<file path="config.mk">
export PLATFORM = sky130hd
export DESIGN_NAME = btn_conditioner
export DESIGN_NICKNAME = d
export VERILOG_FILES = /design/src/rtl/btn_conditioner_pkg.sv /design/src/rtl/btn_debounce_ch.sv /design/src/rtl/btn_conditioner.sv
export SDC_FILE = /design/constraint.sdc
export NUM_CORES = 1
export LEC_CHECK = 0
export ABC_AREA = 1
export ABC_CLOCK_PERIOD_IN_PS = 2600
export CORE_MARGIN = 1
export CORE_UTILIZATION = 50
export DETAILED_ROUTE_END_ITERATION = 16
export PLACE_DENSITY = 0.67
export SYNTH_ARGS = -nofsm -noshare
export SYNTH_HDL_FRONTEND = slang
export SYNTH_HIERARCHICAL = 1
export SYNTH_SLANG_ARGS = --single-unit
</file>
<file path="constraint.sdc">
create_clock -name clk -period 2.6 [get_ports clk]
set_clock_uncertainty 0.15 [all_clocks]
set_input_delay 0.39 -clock clk [delete_from_list [all_inputs] [get_ports clk]]
set_output_delay 0.39 -clock clk [all_outputs]
set_load 0.03 [all_outputs]
</file>
<file path="src/rtl/btn_conditioner_pkg.sv">
// Shared constants for the button front end and the game top that consumes it.
package btn_conditioner_pkg;

  // System clock frequency in Hz.
  localparam int unsigned CLK_FREQ_HZ         = 50_000_000;

  // Default number of button channels.
  localparam int unsigned DEF_NUM_BTN         = 8;

  // Default synchronizer depth.
  localparam int unsigned DEF_SYNC_STAGES     = 2;

  // Default debounce window: 1 ms at CLK_FREQ_HZ.
  localparam int unsigned DEF_DEBOUNCE_MS     = 1;
  localparam int unsigned DEF_DEBOUNCE_CYCLES = (CLK_FREQ_HZ / 1000) * DEF_DEBOUNCE_MS;

  // Width of an index into n channels. A single channel still gets one bit.
  function automatic int unsigned idx_width(input int unsigned n);
    return (n > 1) ? $clog2(n) : 1;
  endfunction

endpackage

</file>
<file path="src/rtl/btn_debounce_ch.sv">
// One button channel: multi-flop synchronizer followed by a counter debouncer.
// o_level is the accepted (stable) value. o_level_nxt is the value it takes at
// the next edge, so the parent can register an edge pulse aligned with o_level.
module btn_debounce_ch
  import btn_conditioner_pkg::*;
#(
  parameter int SYNC_STAGES     = DEF_SYNC_STAGES,
  parameter int DEBOUNCE_CYCLES = DEF_DEBOUNCE_CYCLES
) (
  input  logic clk,
  input  logic rst_n,
  input  logic i_raw,
  output logic o_level,
  output logic o_level_nxt
);

  localparam int               CNT_W   = $clog2(DEBOUNCE_CYCLES);
  localparam logic [CNT_W-1:0] CNT_MAX = CNT_W'(DEBOUNCE_CYCLES - 1);

  logic [SYNC_STAGES-1:0] r_sync_p0;
  logic                   w_sync;
  logic                   r_stable;
  logic                   w_stable_nxt;
  logic [CNT_W-1:0]       r_cnt;
  logic [CNT_W-1:0]       w_cnt_nxt;

  // Synchronizer chain: the raw pin is only ever seen through the last flop.
  always_ff @(posedge clk or negedge rst_n) begin
    if (!rst_n) begin
      r_sync_p0 <= '0;
    end else begin
      r_sync_p0 <= {r_sync_p0[SYNC_STAGES-2:0], i_raw};
    end
  end

  assign w_sync = r_sync_p0[SYNC_STAGES-1];

  // Debounce decision: any agreement restarts the window, a full window of
  // disagreement accepts the synchronized value.
  always_comb begin
    w_stable_nxt = r_stable;
    w_cnt_nxt    = '0;
    if (w_sync != r_stable) begin
      if (r_cnt == CNT_MAX) begin
        w_stable_nxt = w_sync;
      end else begin
        w_cnt_nxt = r_cnt + CNT_W'(1);
      end
    end
  end

  // Debounce state; reset discards any partial count.
  always_ff @(posedge clk or negedge rst_n) begin
    if (!rst_n) begin
      r_stable <= 1'b0;
      r_cnt    <= '0;
    end else begin
      r_stable <= w_stable_nxt;
      r_cnt    <= w_cnt_nxt;
    end
  end

  assign o_level     = r_stable;
  assign o_level_nxt = w_stable_nxt;

endmodule

</file>
<file path="src/rtl/btn_conditioner.sv">
// Button front end: per-channel synchronize/debounce, then registered rising-
// edge pulses gated by en, with a lowest-index priority encoder and a
// multiple-press flag, all aligned to the cycle the level first reads 1.
module btn_conditioner
  import btn_conditioner_pkg::*;
#(
  parameter int NUM_BTN         = DEF_NUM_BTN,
  parameter int SYNC_STAGES     = DEF_SYNC_STAGES,
  parameter int DEBOUNCE_CYCLES = DEF_DEBOUNCE_CYCLES
) (
  input  logic                             clk,
  input  logic                             rst_n,
  input  logic [NUM_BTN-1:0]               btn_raw,
  input  logic                             en,
  output logic [NUM_BTN-1:0]               btn_level,
  output logic [NUM_BTN-1:0]               btn_press,
  output logic                             press_valid,
  output logic [idx_width(NUM_BTN)-1:0]    press_idx,
  output logic                             multi_press
);

  localparam int IDX_W = idx_width(NUM_BTN);

  logic [NUM_BTN-1:0] w_level;
  logic [NUM_BTN-1:0] w_level_nxt;
  logic [NUM_BTN-1:0] w_rise;
  logic               w_any;
  logic               w_multi;
  logic [IDX_W-1:0]   w_idx;

  logic [NUM_BTN-1:0] r_press_p1;
  logic               r_valid_p1;
  logic [IDX_W-1:0]   r_idx_p1;
  logic               r_multi_p1;

  for (genvar g = 0; g < NUM_BTN; g++) begin : g_ch
    btn_debounce_ch #(
      .SYNC_STAGES     (SYNC_STAGES),
      .DEBOUNCE_CYCLES (DEBOUNCE_CYCLES)
    ) u_ch (
      .clk         (clk),
      .rst_n       (rst_n),
      .i_raw       (btn_raw[g]),
      .o_level     (w_level[g]),
      .o_level_nxt (w_level_nxt[g])
    );
  end

  // A rise is a 0->1 update about to be accepted; rises while disabled are
  // simply dropped, so nothing is replayed when en returns.
  assign w_rise = w_level_nxt & ~w_level & {NUM_BTN{en}};

  // Priority encode (lowest index wins) and detect more than one set bit.
  always_comb begin
    w_idx   = '0;
    w_any   = |w_rise;
    w_multi = (w_rise & (w_rise - NUM_BTN'(1))) != '0;
    for (int i = NUM_BTN - 1; i >= 0; i--) begin
      if (w_rise[i]) begin
        w_idx = IDX_W'(i);
      end
    end
  end

  // ---- stage p1: press outputs, registered alongside the level update ----
  // Register the press bus and its summary so all land in the same cycle.
  always_ff @(posedge clk or negedge rst_n) begin
    if (!rst_n) begin
      r_press_p1 <= '0;
      r_valid_p1 <= 1'b0;
      r_idx_p1   <= '0;
      r_multi_p1 <= 1'b0;
    end else begin
      r_press_p1 <= w_rise;
      r_valid_p1 <= w_any;
      r_idx_p1   <= w_idx;
      r_multi_p1 <= w_multi;
    end
  end

  assign btn_level   = w_level;
  assign btn_press   = r_press_p1;
  assign press_valid = r_valid_p1;
  assign press_idx   = r_idx_p1;
  assign multi_press = r_multi_p1;

endmodule

</file>
# Word-level counts from Yosys, hierarchy flattened
# Index checks and enable logic that the tools add are counted.
# W data, S select, Z words.
word_totals:
  mem_count: 0
  latch_bits: 0
  out_inout_bits: 21
  register_bits: 165
  romBits: 0
  mem_bits_rw: 0
  word_cells: 99
op_classes:
  shift: 0
  magnitude_cmp: 0
  n_addsub: 9
  mul: 0
  n_mux: 40
  n_reduce_logical: 2
  div: 0
  n_bitwise: 4
  eq_ne: 16
ops:
  columns: ["op", "count"]
  rows:
  - ["$mux W16", 16]
  - ["$add A16 B1 Y16 const B", 8]
  - ["$eq A16 B16 Y1 const B", 8]
  - ["$and A8 B8 Y8", 3]
  - ["$mux W3", 8]
  - ["$mux W1", 16]
  - ["$ne A1 B1 Y1", 8]
  - ["$not A8 Y8", 1]
  - ["$reduce_bool A8 Y1", 1]
  - ["$reduce_or A8 Y1", 1]
  - ["$sub A8 B1 Y8 const B", 1]

# Logic depth before layout (Yosys ltp)
# Gate-level depths: netlist of the first run.
logic_depth:
  word_depth: 13
  mapped_depth: 16
  mapped_depth_nobuf: 16

# By module
# Netlist of the first run, hierarchy kept.
modules_own_cells:
  columns: ["module", "cells_per_inst", "instances", "area_per_inst_um2"]
  rows:
  - ["btn_debounce_ch", 130, 8, 1044.8]
  - ["btn_conditioner", 77, 1, 664.4]

# Worst setup path before layout of the first run
# No wires, ideal clock.
synth_timing:
  kind: "reg-to-reg"
  startpoint: "register g_ch[1].u_ch.r_cnt[0]"
  endpoint: "register r_multi_p1 (netlist: multi_press)"
  period_less_slack_ns: 1.987
  path_buffers: 0
  arrival_time_ns: 1.718
  required_ns: 2.331
  setup_ns: 0.119
  slack_ns: 0.613
  path_stages_with_launch: 15
  path_cell_list: "dfrtp_1 > ha_1 > nand3_2 > nor3_2 > nand2_2 > nor2_1 > nor2_1 > nand3_1 > nand2_2 > nor2_2 > nand2_1 > nand2_1 > nand2_1 > inv_1 > nand2_1"
synth_between:
  elab_chain_len: 8
synth_lines:
  columns: ["element", "line", "rtl"]
  rows:
  - ["start, declared", "btn_debounce_ch.sv:24", "logic [CNT_W-1:0] r_cnt;"]
  - ["start signal, assigned", "btn_debounce_ch.sv:59", "r_cnt <= w_cnt_nxt;"]
  - ["$eq A16 B16 Y1 (*)", "btn_debounce_ch.sv:44", "if (r_cnt == CNT_MAX) begin"]
  - ["$mux W1 (*)", "btn_debounce_ch.sv:44", null]
  - ["$mux W1 (*)", "btn_debounce_ch.sv:43", "if (w_sync != r_stable) begin"]
  - ["named net w_level_nxt[1]", "btn_conditioner.sv:25", "logic [NUM_BTN-1:0] w_level_nxt;"]
  - ["$and A8 B8 Y8 (*) (2 in series)", "btn_conditioner.sv:51", "assign w_rise = w_level_nxt & ~w_level & {NUM_BTN{en}};"]
  - ["$sub A8 B1 Y8", "btn_conditioner.sv:57", "w_multi = (w_rise & (w_rise - NUM_BTN'(1))) != '0;"]
  - ["$and A8 B8 Y8 (*)", "btn_conditioner.sv:57", null]
  - ["$reduce_bool A8 Y1 (*)", "btn_conditioner.sv:57", null]
  - ["named net w_multi", "btn_conditioner.sv:28", "logic w_multi;"]
  - ["end signal, assigned", "btn_conditioner.sv:77", "r_multi_p1 <= w_multi;"]
  - ["end, declared", "btn_conditioner.sv:34", "logic r_multi_p1;"]
# Mark *: on every way through the listed nets, which the timed path passes. The rest lies on a longest branch.

# Final worst setup path of the first run
# Ends and elaborated chain as after synthesis.

==> results of run 1 <==
-- synth_stat cells --
| cell type | number |
|---|---|
| a21o_1 | 8 |
| a21oi_1 | 19 |
| a21oi_2 | 1 |
| a31oi_1 | 8 |
| buf_6 | 1 |
| dfrtp_1 | 165 |
| ha_1 | 8 |
| inv_1 | 112 |
| inv_2 | 26 |
| nand2_1 | 238 |
| nand2_2 | 18 |
| nand2_4 | 9 |
| nand3_1 | 100 |
| nand3_2 | 10 |
| nand3b_4 | 1 |
| nand4_1 | 32 |
| nor2_1 | 200 |
| nor2_2 | 75 |
| nor2_4 | 3 |
| nor3_1 | 1 |
| nor3_2 | 8 |
| nor3_4 | 8 |
| nor3b_2 | 8 |
| o21ai_0 | 9 |
| o21bai_1 | 1 |
| o21bai_2 | 8 |
| xnor2_1 | 16 |
| xor2_1 | 16 |
| xor2_2 | 8 |
-- final cells by class --
class	count	area share, %
Sequential cell	165	40.3
Inverter	138	5.05
Clock buffer	22	4.72
Tap cell	225	2.75
Timing Repair Buffer	36	3.67
Clock inverter	8	0.976
Multi-Input combinational cell	813	42.6
-- how the worst max path moves through the flow --
stage                               to  cells past startpoint
after global placement     press_valid                     10
after CTS                 btn_level[2]                      1
after floorplan            multi_press                     14
after global routing       multi_press                     12
after detailed placement   multi_press                     14
final                      multi_press                     14
-- flip-flops by register name (all words and copies together) (netlist names) --
| signal | cells |
|---|---|
| g_ch.u_ch/r_cnt | 128 |
| press_valid | 1 |
| g_ch.u_ch/o_level | 8 |
| multi_press | 1 |
| g_ch.u_ch/r_sync_p0 | 16 |
| press_idx | 3 |
| btn_press | 8 |
-- cells by family after synthesis --
kind of cell    count (synthesis)
simple gates                  711
flops                         165
buf+inv                       139
compound gates                 54
xor+xnor                       40
fa+ha+maj                       8
-- power by group through the flow --
stage	registers, mW	clock network [mW]	logic [mW]
6_report	2.65	2.47	0.216
5_1_grt	2.65	2.67	0.253
4_1_cts	2.65	2.55	0.224
3_5_place_dp	2.70	0	0.222
3_3_place_gp	2.69	0	0.221
2_1_floorplan	2.69	0	0.118
-- through the flow --
stage	worst slack [ns]	area [sq um]	utilization (%)	std cells	power [mW]
after floorplan	0.613	9020	-	1117	2.81
after global placement	0.442	9660	55.3	1376	2.92
after detailed placement	0.375	9660	55.3	1376	2.92
after CTS	0.349	10300	58.7	1407	5.42
after global routing	0.0718	10300	58.7	1407	5.58
final	0.366	10300	58.7	1407	5.34
-- timing repair --
action                                 CTS  global route
hold buffers                             1             0
endpoints found under the hold margin   45             0
buffers inserted                         0             0
-- per-layer routing --
metal	up-vias	share of wire, %
met1	3179	49
met3	21	3.2
met4	0	1.1
met5	-	0
li1	3631	-
met2	94	46
==> summary.md, run 1 <==
| Metric | Value |
|---|---|
| Status | `finished, final reports clean` |
| Slew @ Worst Pin | `0.462 ns` |
| Final hold vios | `0` |
| Hold Path Class | `reg -> reg` |
| Number of global-route vias before repair | `6550` |
| GRT overflow | `0` |
| Clock Latency Late Sink | `0.42 ns` |
| Area occupied by multi-input gates | `4360 sq um` |
| Worst reg2reg path depth | `14` |
| Max stage delay on crit path | `0.42 ns` |
| GRT Max-Usage Layer | `met2` |
| Storage cell area | `4130 sq um` |
| Tcrit/Tclk final | `85.9%` |
| Die W | `136 microns` |
| Fillcell total | `1544` |
| Sink Count | `165` |
| Commonest non-fill, non-tap cell in the layout | `nand2_1` |
| Worst hold path depth | `0` |
| Clock power frac | `46.3%` |
| Reg-to-reg setup timing slack | `0.37 ns` |
| Post-synthesis adder-cell area fraction | `1.11%` |
| Family with the most delay on the worst path | `simple AND/OR/NAND/NOR gates` |
| Sequential area share after synthesis | `45.8%` |
| Slew headroom | `69.2%` |
| Routed Antenna Nets | `0` |
| M3 GR Usage | `4.51%` |
| Net switching power | `1.16 mW` |
| Reg clk slew, reported paths | `0.06 ns` |
| Max Cap Viol | `0` |
| Sw frac | `21.7%` |
| Yosys cell types | `29` |
| Hold WS | `0.198 ns` |
| Synth top area cells | `dfrtp_1 46%, nand2_1 9.9%, nor2_1 8.3%` |
| Die Ht | `136 microns` |
| Tot GR Track Use | `21.4%` |
| Via Count | `6925` |
| Worst Setup SP | `g_ch[1].u_ch/r_cnt[0]` |
| # H-tree levels | `4` |
| Worst path cell trace | `ha_1 > nand3_2 > nor3_2 > nand2_2 > nor2_1 > nor2_1 > nand3_1 > nand2_2 > nor2_2 > nand2_1 > nand2_1 > nand2_1 > inv_1 > nand2_1` |
| Layout Nets | `1190` |
| Static leakage | `4.96 nW` |
| Flops & latches, synth | `165` |
| CTS Root Cell | `clkbuf_16` |
| Crit path max fanout | `5` |
| Die Area | `18600 sq um` |
| Final setup viols | `0` |
| CTS tree | `yes` |
| Share of cells above drive strength 1 | `18.4%` |
| Critical Path Sink Type | `flip-flop` |
| Internal power | `4.18 mW` |
| Initial antenna violation count | `0` |
| Worst Path Class, Setup | `reg -> reg` |
| PwrDens | `521 nW/um^2` |
| Net Count, Synth | `1136` |
| M2 GR Usage | `33.3%` |
| Hold Crit Start | `g_ch[5].u_ch/r_sync_p0[0]` |
| Dpl hpwl | `13000 microns` |
| Rows | `48` |
| Peak supply drop | `0.000447 V` |
| Pre-Repair DR Iteration Count | `5` |
| R2r startpoint | `g_ch[1].u_ch/r_cnt[0]` |
| PortBufs | `31` |
| Reg2reg end | `multi_press` |
| CP Data Required Time | `2.76 ns` |
| RSZ-0062 raised after global routing | `no` |
| Initial DRC count | `351` |
| Largest family of logic cells by synthesized area | `simple AND/OR/NAND/NOR gates` |
| Mapped Cells | `1117` |
| Sequential share of power | `49.6%` |
| Setup TNS | `0 ns` |
| Commonest non-fill, non-tap cells in the layout | `238 x nand2_1, 200 x nor2_1, 165 x dfrtp_1, 112 x inv_1, 100 x nand3_1` |
| Core region area | `17500 sq um` |
| Mux contribution to synthesized area | `0%` |
| Synthesized area | `9020 sq um` |
| N_diodes | `0` |
| GR met1 Demand/Resource | `29.5%` |
| FMAX | `0.448 GHz` |
| CP max stage cell | `dfrtp_1` |
| Resized cells post-CTS | `0` |
| CTS Buffer Depth | `2` |
| Synth Area per Inst | `8.08 sq um` |
| Synth Area in Simple Gates | `38.8%` |
| Area leader, netlist | `dfrtp_1` |
| First-pass GRT wire length | `31100 microns` |
| Total CTS buffers | `17` |
| Hold Path End | `g_ch[5].u_ch/r_sync_p0[1]` |
| Pin count of the biggest net entering global routing | `49` |
| Area delta synth->final | `13.6%` |
| Synth warn | `6` |
| Comb pwr share | `4.1%` |
| Placer Congestion | `0.897` |
| Starting Density | `51.6%` |
| Routed length per instance | `12.5 microns` |
| Via density | `4.92` |
| Final wirelength | `17500 microns` |
| Worst Path Arrival | `2.39 ns` |
| Crit start category | `flip-flop` |
| WP buf/inv | `1` |
| Boundary pin count | `32` |
| Share of the synthesized area in the top cell type | `45.8%` |
| Most used cell, CP | `nand2_1` |
| XOR/XNOR Fraction of Synth Area | `4.55%` |
| Min Tclk post-route | `2.23 ns` |
| Slew Limit Fails | `0` |
| Compound-Gate Fraction of Synth Area | `3.95%` |
| Drt drc | `0` |
Power figures use the tool's default switching activity.
==> inputs of run 2 (changes only) <==
==> constraint.sdc (replaced) <==
create_clock -name clk -period 2.6 [get_ports clk]
set_clock_uncertainty 0.15 [all_clocks]
set_input_delay 0.52 -clock clk [delete_from_list [all_inputs] [get_ports clk]]
set_output_delay 0.52 -clock clk [all_outputs]
set_load 0.03 [all_outputs]
==> run 2 against run 1 <==
Clock-buffer cell count fell by 2. Sequential share of layout area fell by 0.19 points. Sequential power barely moved. Clock power rose by 7%. Critical endpoint is now btn_level[0].
==> summary.md, run 2 (synthesized netlist as in run 1, its figures left out) <==
| Metric | Value |
|---|---|
| Status | `finished, final reports clean` |
| Crit start category | `flip-flop` |
| Worst Path Arrival | `1.69 ns` |
| Comb pwr share | `3.9%` |
| Worst Path Class, Setup | `reg -> out` |
| CTS Root Cell | `clkbuf_16` |
| Boundary pin count | `32` |
| Static leakage | `4.99 nW` |
| R2r startpoint | `g_ch[1].u_ch/r_cnt[0]` |
| Hold Path Class | `reg -> reg` |
| Sequential share of power | `48.0%` |
| Pin count of the biggest net entering global routing | `74` |
| Storage cell area | `4130 sq um` |
| Initial antenna violation count | `0` |
| Via Count | `6985` |
| Sink Count | `165` |
| Tot GR Track Use | `21.1%` |
| RSZ-0062 raised after global routing | `no` |
| Design Area, Final | `10300 sq um` |
| Commonest non-fill, non-tap cells in the layout | `238 x nand2_1, 200 x nor2_1, 165 x dfrtp_1, 112 x inv_1, 100 x nand3_1` |
| Die Ht | `136 microns` |
| CTS tree | `yes` |
| WP buf/inv | `1` |
| Slew headroom | `72.6%` |
| Die W | `136 microns` |
| Core region area | `17500 sq um` |
| Total CTS buffers | `17` |
| Peak supply drop | `0.000523 V` |
| Placer Congestion | `0.908` |
| CP max stage cell | `clkdlybuf4s50_1` |
| CTS Buffer Depth | `2` |
| Die Area | `18600 sq um` |
| FMAX | `0.424 GHz` |
| First-pass GRT wire length | `30800 microns` |
| Hold WS | `0.198 ns` |
| Drt drc | `0` |
| Commonest non-fill, non-tap cell in the layout | `nand2_1` |
| Worst reg2reg path depth | `12` |
| M3 GR Usage | `3.24%` |
| Layout Nets | `1190` |
| Max stage delay on crit path | `0.74 ns` |
| Starting Density | `51.6%` |
| Final wirelength | `17700 microns` |
| Internal power | `4.29 mW` |
| Worst hold path depth | `0` |
| Number of global-route vias before repair | `6507` |
| Largest register by flop count | `g_ch.u_ch/r_cnt` |
| CP Data Required Time | `1.93 ns` |
| GR met1 Demand/Resource | `29.7%` |
| Crit path max fanout | `5` |
| # H-tree levels | `4` |
| Layout Utilization | `58.9%` |
| Clock Latency Late Sink | `0.42 ns` |
| Family with the most delay on the worst path | `buffers and inverters` |
| Final hold vios | `0` |
| Dpl hpwl | `12900 microns` |
| Fillcell total | `1571` |
| Area delta synth->final | `14.2%` |
| Final setup viols | `0` |
| GRT overflow | `0` |
| Sw frac | `22.2%` |
| Hold Path End | `g_ch[0].u_ch/r_sync_p0[1]` |
| Biggest registers after layout | `g_ch.u_ch/r_cnt x128, g_ch.u_ch/r_sync_p0 x16` |
| Min Tclk post-route | `2.36 ns` |
| Share of cells above drive strength 1 | `18.6%` |
| Routed Antenna Nets | `0` |
| Max Cap Viol | `0` |
| PortBufs | `31` |
| GRT Max-Usage Layer | `met2` |
| Net switching power | `1.23 mW` |
| Routed length per instance | `12.6 microns` |
| Initial DRC count | `315` |
| Tcrit/Tclk final | `90.8%` |
| N_diodes | `0` |
| Critical Path Sink Type | `output pin` |
| M2 GR Usage | `32.7%` |
| DP Area | `9660 sq um` |
| Max reg flops | `128` |
| Slew @ Worst Pin | `0.411 ns` |
| Reg clk slew, reported paths | `0.06 ns` |
| Setup TNS | `0 ns` |
| Slew Limit Fails | `0` |
| PwrDens | `535 nW/um^2` |
| Clock power frac | `48.1%` |
| Via density | `4.96` |
| Reg-to-reg setup timing slack | `0.35 ns` |
| Rows | `48` |
| Pre-Repair DR Iteration Count | `5` |
| Hold Crit Start | `g_ch[0].u_ch/r_sync_p0[0]` |
| Worst path cell trace | `clkdlybuf4s50_1` |
| Reg2reg end | `multi_press` |
| Area occupied by multi-input gates | `4360 sq um` |
[run 2: changes by cell type in the layout (fill, tap and decap cells not counted), sizes merged]
cell and delta:
inv +5, clkbuf -2, bufinv +1, clkinvlp -2
[run 2: cell type report]
type / count / area share (%)
Timing Repair Buffer: 36 / 3.66
Multi-Input combinational cell: 813 / 42.4
Inverter: 138 / 5.03
Tap cell: 225 / 2.73
Clock inverter: 12 / 1.60
Clock buffer: 20 / 4.53
Sequential cell: 165 / 40.1
[run 2: worst max-delay path by stage]
stage,start,end,slack [ns],cells after the start
after CTS,g_ch[2].u_ch/o_level,btn_level[2],0.22,1
final,g_ch[0].u_ch/o_level,btn_level[0],0.24,1
after detailed placement,g_ch[1].u_ch/r_cnt[0],multi_press,0.39,12
after global placement,g_ch[1].u_ch/r_cnt[0],multi_press,0.44,14
after floorplan,g_ch[1].u_ch/r_cnt[0],multi_press,0.61,14
after global routing,g_ch[1].u_ch/r_cnt[0],multi_press,0.07,12
[run 2: routing by layer]
metal	part of all wire [%]	vias up
met5	0	-
met4	2.0	0
met3	3.0	23
met2	46	96
met1	49	3218
li1	-	3648
[run 2: what timing repair did]
item                                   in CTS  in global routing
hold buffers                                1                  0
gates resized for setup                     0                  0
buffers inserted                            0                  0
endpoints found under the hold margin      41                  0
[run 2: per-stage QoR]
step / cells / setup slack [ns] / power [mW]
after floorplan: 1117 / 0.613 / 2.81
after global placement: 1376 / 0.445 / 2.91
after detailed placement: 1376 / 0.385 / 2.92
after CTS: 1409 / 0.218 / 5.59
after global routing: 1409 / 0.0709 / 5.73
final: 1409 / 0.240 / 5.51
[run 2: power groups by stage]
stage                     Combinational, mW  Clock (mW)  Sequential, mW
after detailed placement              0.220           0            2.70
after global placement                0.219           0            2.69
final                                 0.215        2.65            2.65
after CTS                             0.223        2.72            2.65
after global routing                  0.247        2.83            2.65
after floorplan                       0.118           0            2.69
==> inputs of run 3 (changes only) <==
--- a/config.mk
+++ b/config.mk
@@ -8,9 +8,9 @@
 export ABC_AREA = 1
 export ABC_CLOCK_PERIOD_IN_PS = 2600
 export CORE_MARGIN = 1
-export CORE_UTILIZATION = 50
+export CORE_UTILIZATION = 27
+export CTS_CLUSTER_SIZE = 14
 export DETAILED_ROUTE_END_ITERATION = 16
-export PLACE_DENSITY = 0.67
 export SYNTH_ARGS = -nofsm -noshare
 export SYNTH_HDL_FRONTEND = slang
 export SYNTH_HIERARCHICAL = 1
==> run 3 against run 2 <==
Register-to-register slack is essentially flat. Critical path type unchanged. Cell count grew 16%. Utilization shrank 27 points. Critical path depth is the same. Global-route usage shrank 8.9 points. Power shrank 3.2%. Worst setup slack lost 0.026 ns.
==> summary.md, run 3 (synthesized netlist as in run 1, its figures left out) <==
| Metric | Value |
|---|---|
| Metal2 WL | `9260 microns` |
| Die W | `185 microns` |
| Slew headroom | `61.9%` |
| GRT overflow | `0` |
| Crit start category | `flip-flop` |
| Total CTS buffers | `17` |
| Slew @ Worst Pin | `0.572 ns` |
| Initial antenna violation count | `0` |
| Drt drc | `0` |
| Routed Antenna Nets | `0` |
| WL met1 | `9100 microns` |
| Max Cap Viol | `0` |
| Biggest registers after layout | `g_ch.u_ch/r_cnt x128, g_ch.u_ch/r_sync_p0 x16` |
| Via Count | `7074` |
| Status | `finished, final reports clean` |
| RSZ-0062 raised after global routing | `no` |
| Hold Path Class | `reg -> reg` |
| Initial DRC count | `327` |
| CP max stage cell | `clkdlybuf4s50_1` |
| Area delta synth->final | `16.7%` |
| Clock Latency Late Sink | `0.43 ns` |
| CTS Root Cell | `clkbuf_16` |
| Sink Count | `165` |
| Tcrit/Tclk final | `91.8%` |
| Placed Cells | `1596` |
| Reg clk slew, reported paths | `0.07 ns` |
| Setup TNS | `0 ns` |
| Die Ht | `185 microns` |
| Largest register by flop count | `g_ch.u_ch/r_cnt` |
| Placer Congestion | `0.895` |
| Core region area | `32700 sq um` |
| Boundary pin count | `32` |
| Max stage delay on crit path | `0.75 ns` |
| Uppermost layer routed | `met4` |
| Final wirelength | `19300 microns` |
| CP Data Required Time | `1.93 ns` |
| PortBufs | `31` |
| Rows | `66` |
| Final hold vios | `0` |
| Slew Limit Fails | `0` |
| CTS Buffer Depth | `2` |
| PwrDens | `507 nW/um^2` |
| Routed length per instance | `11.8 microns` |
| Via density | `4.35` |
| Pre-Repair DR Iteration Count | `5` |
| Critical Path Sink Type | `output pin` |
| Tot GR Track Use | `12.2%` |
| Hold WS | `0.201 ns` |
| Peak supply drop | `0.000316 V` |
| Worst Path Arrival | `1.72 ns` |
| Min Tclk post-route | `2.39 ns` |
| Layout Nets | `1193` |
| CTS tree | `yes` |
| Met3 routed WL | `601 microns` |
| Overall Power | `5.33 mW` |
| # H-tree levels | `4` |
| Commonest non-fill, non-tap cells in the layout | `238 x nand2_1, 200 x nor2_1, 165 x dfrtp_1, 112 x inv_1, 100 x nand3_1` |
| Worst Path Class, Setup | `reg -> out` |
| DP Area | `9950 sq um` |
| Number of global-route vias before repair | `7032` |
| Crit path max fanout | `5` |
| Static leakage | `4.97 nW` |
| Design Area, Final | `10500 sq um` |
| FMAX | `0.419 GHz` |
| Commonest non-fill, non-tap cell in the layout | `nand2_1` |
| First-pass GRT wire length | `33200 microns` |
| Max reg flops | `128` |
| Pin count of the biggest net entering global routing | `59` |
| Final setup viols | `0` |
| N_diodes | `0` |
| Share of cells above drive strength 1 | `18.6%` |
| Die Area | `34200 sq um` |
| Starting Density | `27.6%` |
| Post-Layout Cell Count | `1628` |
| Family with the most delay on the worst path | `buffers and inverters` |
| WP buf/inv | `1` |
| Dpl hpwl | `14400 microns` |
| Worst path cell trace | `clkdlybuf4s50_1` |
[run 3: cell types whose count changed in the layout (fill, tap and decap cells not counted)]
cell        delta
buf_4          +3
inv_6          +2
clkbuf_1       +1
bufinv_16      -2
clkbuf_8       -3
inv_8          +2
clkinvlp_4     -1
[run 3: power by group]
| part | internal [mW] | leakage [nW] | switching (mW) |
|---|---|---|---|
| clock | 1.35 | 0.278 | 1.11 |
| sequential | 2.61 | 2.25 | 0.0405 |
| combinational | 0.0732 | 2.45 | 0.148 |
| total | 4.03 | 4.97 | 1.30 |
[run 3: through the flow]
| stage | utilization (%) | setup WS (ns) |
|---|---|---|
| 3_3_place_gp | 30.4 | 0.432 |
| 5_1_grt | 32.2 | 0.137 |
| 3_5_place_dp | 30.4 | 0.405 |
| 2_1_floorplan | - | 0.613 |
| 6_report | 32.2 | 0.214 |
| 4_1_cts | 32.2 | 0.182 |
[run 3: layout make-up]
type / instances / area [sq um]
fillers: 3459 / 22200
multi-input cells: 813 / 4360
flip-flops and latches: 165 / 4130
well taps: 442 / 553
inverters: 138 / 518
clock buffers: 18 / 429
repair buffers: 39 / 399
clock inverters: 13 / 138
[run 3: per-layer routing]
metal	GRT usage [%]	vias to the layer above
met4	3.93	0
li1	-	3633
met1	15.4	3325
met5	0	-
met3	2.56	20
met2	20.8	96
[run 3: final timing paths]
check	startpoint	to	slack [ns]	depth (start not counted)
hold reg to reg	g_ch[3].u_ch/r_sync_p0[0]	g_ch[3].u_ch/r_sync_p0[1]	0.20	0
max in group asynchronous	rst_n	g_ch[0].u_ch/r_sync_p0[0]	1.17	3
hold / removal	g_ch[3].u_ch/r_sync_p0[0]	g_ch[3].u_ch/r_sync_p0[1]	0.20	0
setup / recovery	g_ch[7].u_ch/o_level	btn_level[7]	0.21	1
min in group asynchronous	rst_n	g_ch[4].u_ch/r_cnt[13]	0.47	2
setup reg to reg	g_ch[5].u_ch/r_cnt[0]	press_idx[0]	0.34	13
[run 3: what timing repair did]
action	CTS	global route
gates resized for setup	0	0
hold buffers	1	0
endpoints found under the setup margin	0	0
setup buffers	0	0
hold endpoints to repair	53	0
==> variant: new RTL, settings of run 3 <==
Register the output `btn_level`, cleared by the reset; this adds one clock of latency there. The other outputs are not delayed to match.
--- a/src/rtl/btn_conditioner.sv
+++ b/src/rtl/btn_conditioner.sv
@@ -78,7 +78,13 @@
     end
   end
 
-  assign btn_level   = w_level;
+  always_ff @(posedge clk or negedge rst_n) begin
+    if (!rst_n) begin
+      btn_level <= '0;
+    end else begin
+      btn_level <= w_level;
+    end
+  end
   assign btn_press   = r_press_p1;
   assign press_valid = r_valid_p1;
   assign press_idx   = r_idx_p1;
Function: no difference found for any inputs over 10 cycles, from zero or initial values and one cycle with rst_n low; that may be too few to reach the edited logic, so the function may still have changed.
==> variant against run 3 <==
Sequential cell count increased by 8. Via count increased by 1.2%. First-iteration DRC count increased by 7.0%. Setup slack improved by 0.13 ns. Wire length increased by 1.1%. Design area increased by 2.7%. Area after synthesis increased by 2.2%. Total power increased by 9.4%. Sequential share of layout area increased by 0.83 points. Largest power group is now the clock network.
==> variant: results (changes against run 3) <==
initial drt markers=350 (+7.0%); most frequent cells after synthesis=238 x nand2_1, 200 x nor2_1, 173 x dfrtp_1; Worst R2R End=multi_press$_DFF_PN0_; delay-heaviest family, CP=simple AND/OR/NAND/NOR gates; R2R Path Start=g_ch[1].u_ch/r_cnt[0]$_DFF_PN0_; Final #Nets=1199 (+0.50%); Reg2Reg Depth=14 (+1); slowest stage delay, CP=0.40 ns (-0.35 ns); Final Wtd Congestion=0.8678 (-3.0%); wire per inst=11.86 um (+0.34%); Hold Crit Start=g_ch[0].u_ch/r_sync_p0[0]$_DFF_PN0_; Arr. time, crit path=2.43 ns (+0.71 ns); P_leak=5.112 nW (+2.8%); Worst Setup End Kind=flip-flop; register area share after synthesis=46.94% (+1.2 points); DR vias=7160 (+1.2%); share of cells above drive strength 1=18.36% (-0.28 points); Mapped Cells=1125 (+0.72%); hpwl dp=14.27 mm (-0.60%); Worst path slowest cell=dfrtp_1; Area contributors post-synth=dfrtp_1 47%, nand2_1 9.7%, nor2_1 8.1%, nand3_1 5.4%, nor2_2 5.1%; hold_ws=0.1959 ns (-0.004635 ns); top flop regs=g_ch.u_ch/r_cnt: 128 flops, g_ch.u_ch/r_sync_p0: 16 flops; cell area after placement=10150 um2 (+2.0%); slew margin rel.=68.77% (+6.9 points); total CTS buffers=17 (unchanged); status=finished clean; placed insts=1608 (+0.75%); Max IR drop VDD=0.4623 mV (+46%); routed vias/inst=4.363 (+0.41%); first-pass GRT wire length=33.84 mm (+1.9%)
==> variant: cell count changes in the layout (fill, tap and decap cells not counted), sizes merged <==
cell and delta:
inv -6, buf -3, bufinv +4, dfrtp +8, clkinvlp +1, clkbuf +3
==> variant: worst max path at each step <==
stage / start / to / slack, ns / depth (start not counted)
4_1_cts: g_ch[1].u_ch/r_cnt[0]$_DFF_PN0_ / multi_press$_DFF_PN0_ / 0.36 / 14
3_5_place_dp: g_ch[1].u_ch/r_cnt[0]$_DFF_PN0_ / multi_press$_DFF_PN0_ / 0.36 / 14
6_report: g_ch[1].u_ch/r_cnt[0]$_DFF_PN0_ / multi_press$_DFF_PN0_ / 0.35 / 14
3_3_place_gp: en / multi_press$_DFF_PN0_ / 0.42 / 10
5_1_grt: g_ch[6].u_ch/r_cnt[0]$_DFF_PN0_ / press_valid$_DFF_PN0_ / 0.08 / 10
2_1_floorplan: g_ch[1].u_ch/r_cnt[0]$_DFF_PN0_ / multi_press$_DFF_PN0_ / 0.62 / 14
==> variant: area by class of cell <==
cell class	count	area, um2
tap	448	560.5
clock buffer	20	446.7
clock inverter	12	207.7
sequential	173	4329
inverter	138	518.0
fill	3492	22720
multi-input combinational	813	4364
timing repair buffer	37	386.6
==> variant: routing by layer <==
layer	track usage [%]	routed length, um	part of all wire [%]
met1	16.71	9801	50
met2	18.04	8542	44
met3	2.645	858	4.4
met4	4.004	268	1.4
met5	0	0	0
==> variant: through the flow <==
step | setup WS (ns) | utilization, %
CTS | 0.3564 | 32.25
global route | 0.07755 | 32.25
finish | 0.3450 | 32.25
detailed placement | 0.3564 | 30.26
floorplan | 0.6171 | -
global placement | 0.4208 | 30.26
==> variant: power breakdown <==
part / internal, W / switching [W]
clock: 0.00174 / 0.00110
sequential: 0.00273 / 0.0000395
combinational: 0.0000720 / 0.000148
total: 0.00455 / 0.00128
==> variant: logic make-up (layout without fill, tap and decap cells) <==
family / after synthesis / after routing / share of synthesized area, %
compound gates: 54 / 54 / 3.867
fa+ha+maj: 8 / 8 / 1.085
xor+xnor: 40 / 40 / 4.450
flops: 173 / 173 / 46.94
buf+inv: 139 / 207 / 5.739
simple gates: 711 / 711 / 37.92
==> variant: worst register-to-register path, stage by stage, from the launching register on <==
cell and delay, ns:
dfrtp_1 0.40, ha_1 0.22, nand3_2 0.15, nor3_2 0.19, nand2_2 0.13, nor2_1 0.11
nor2_1 0.08, nand3_1 0.17, nand2_2 0.12, nor2_2 0.14, nand2_1 0.07, nand2_1 0.05
nand2_1 0.06, inv_1 0.06, nand2_1 0.05
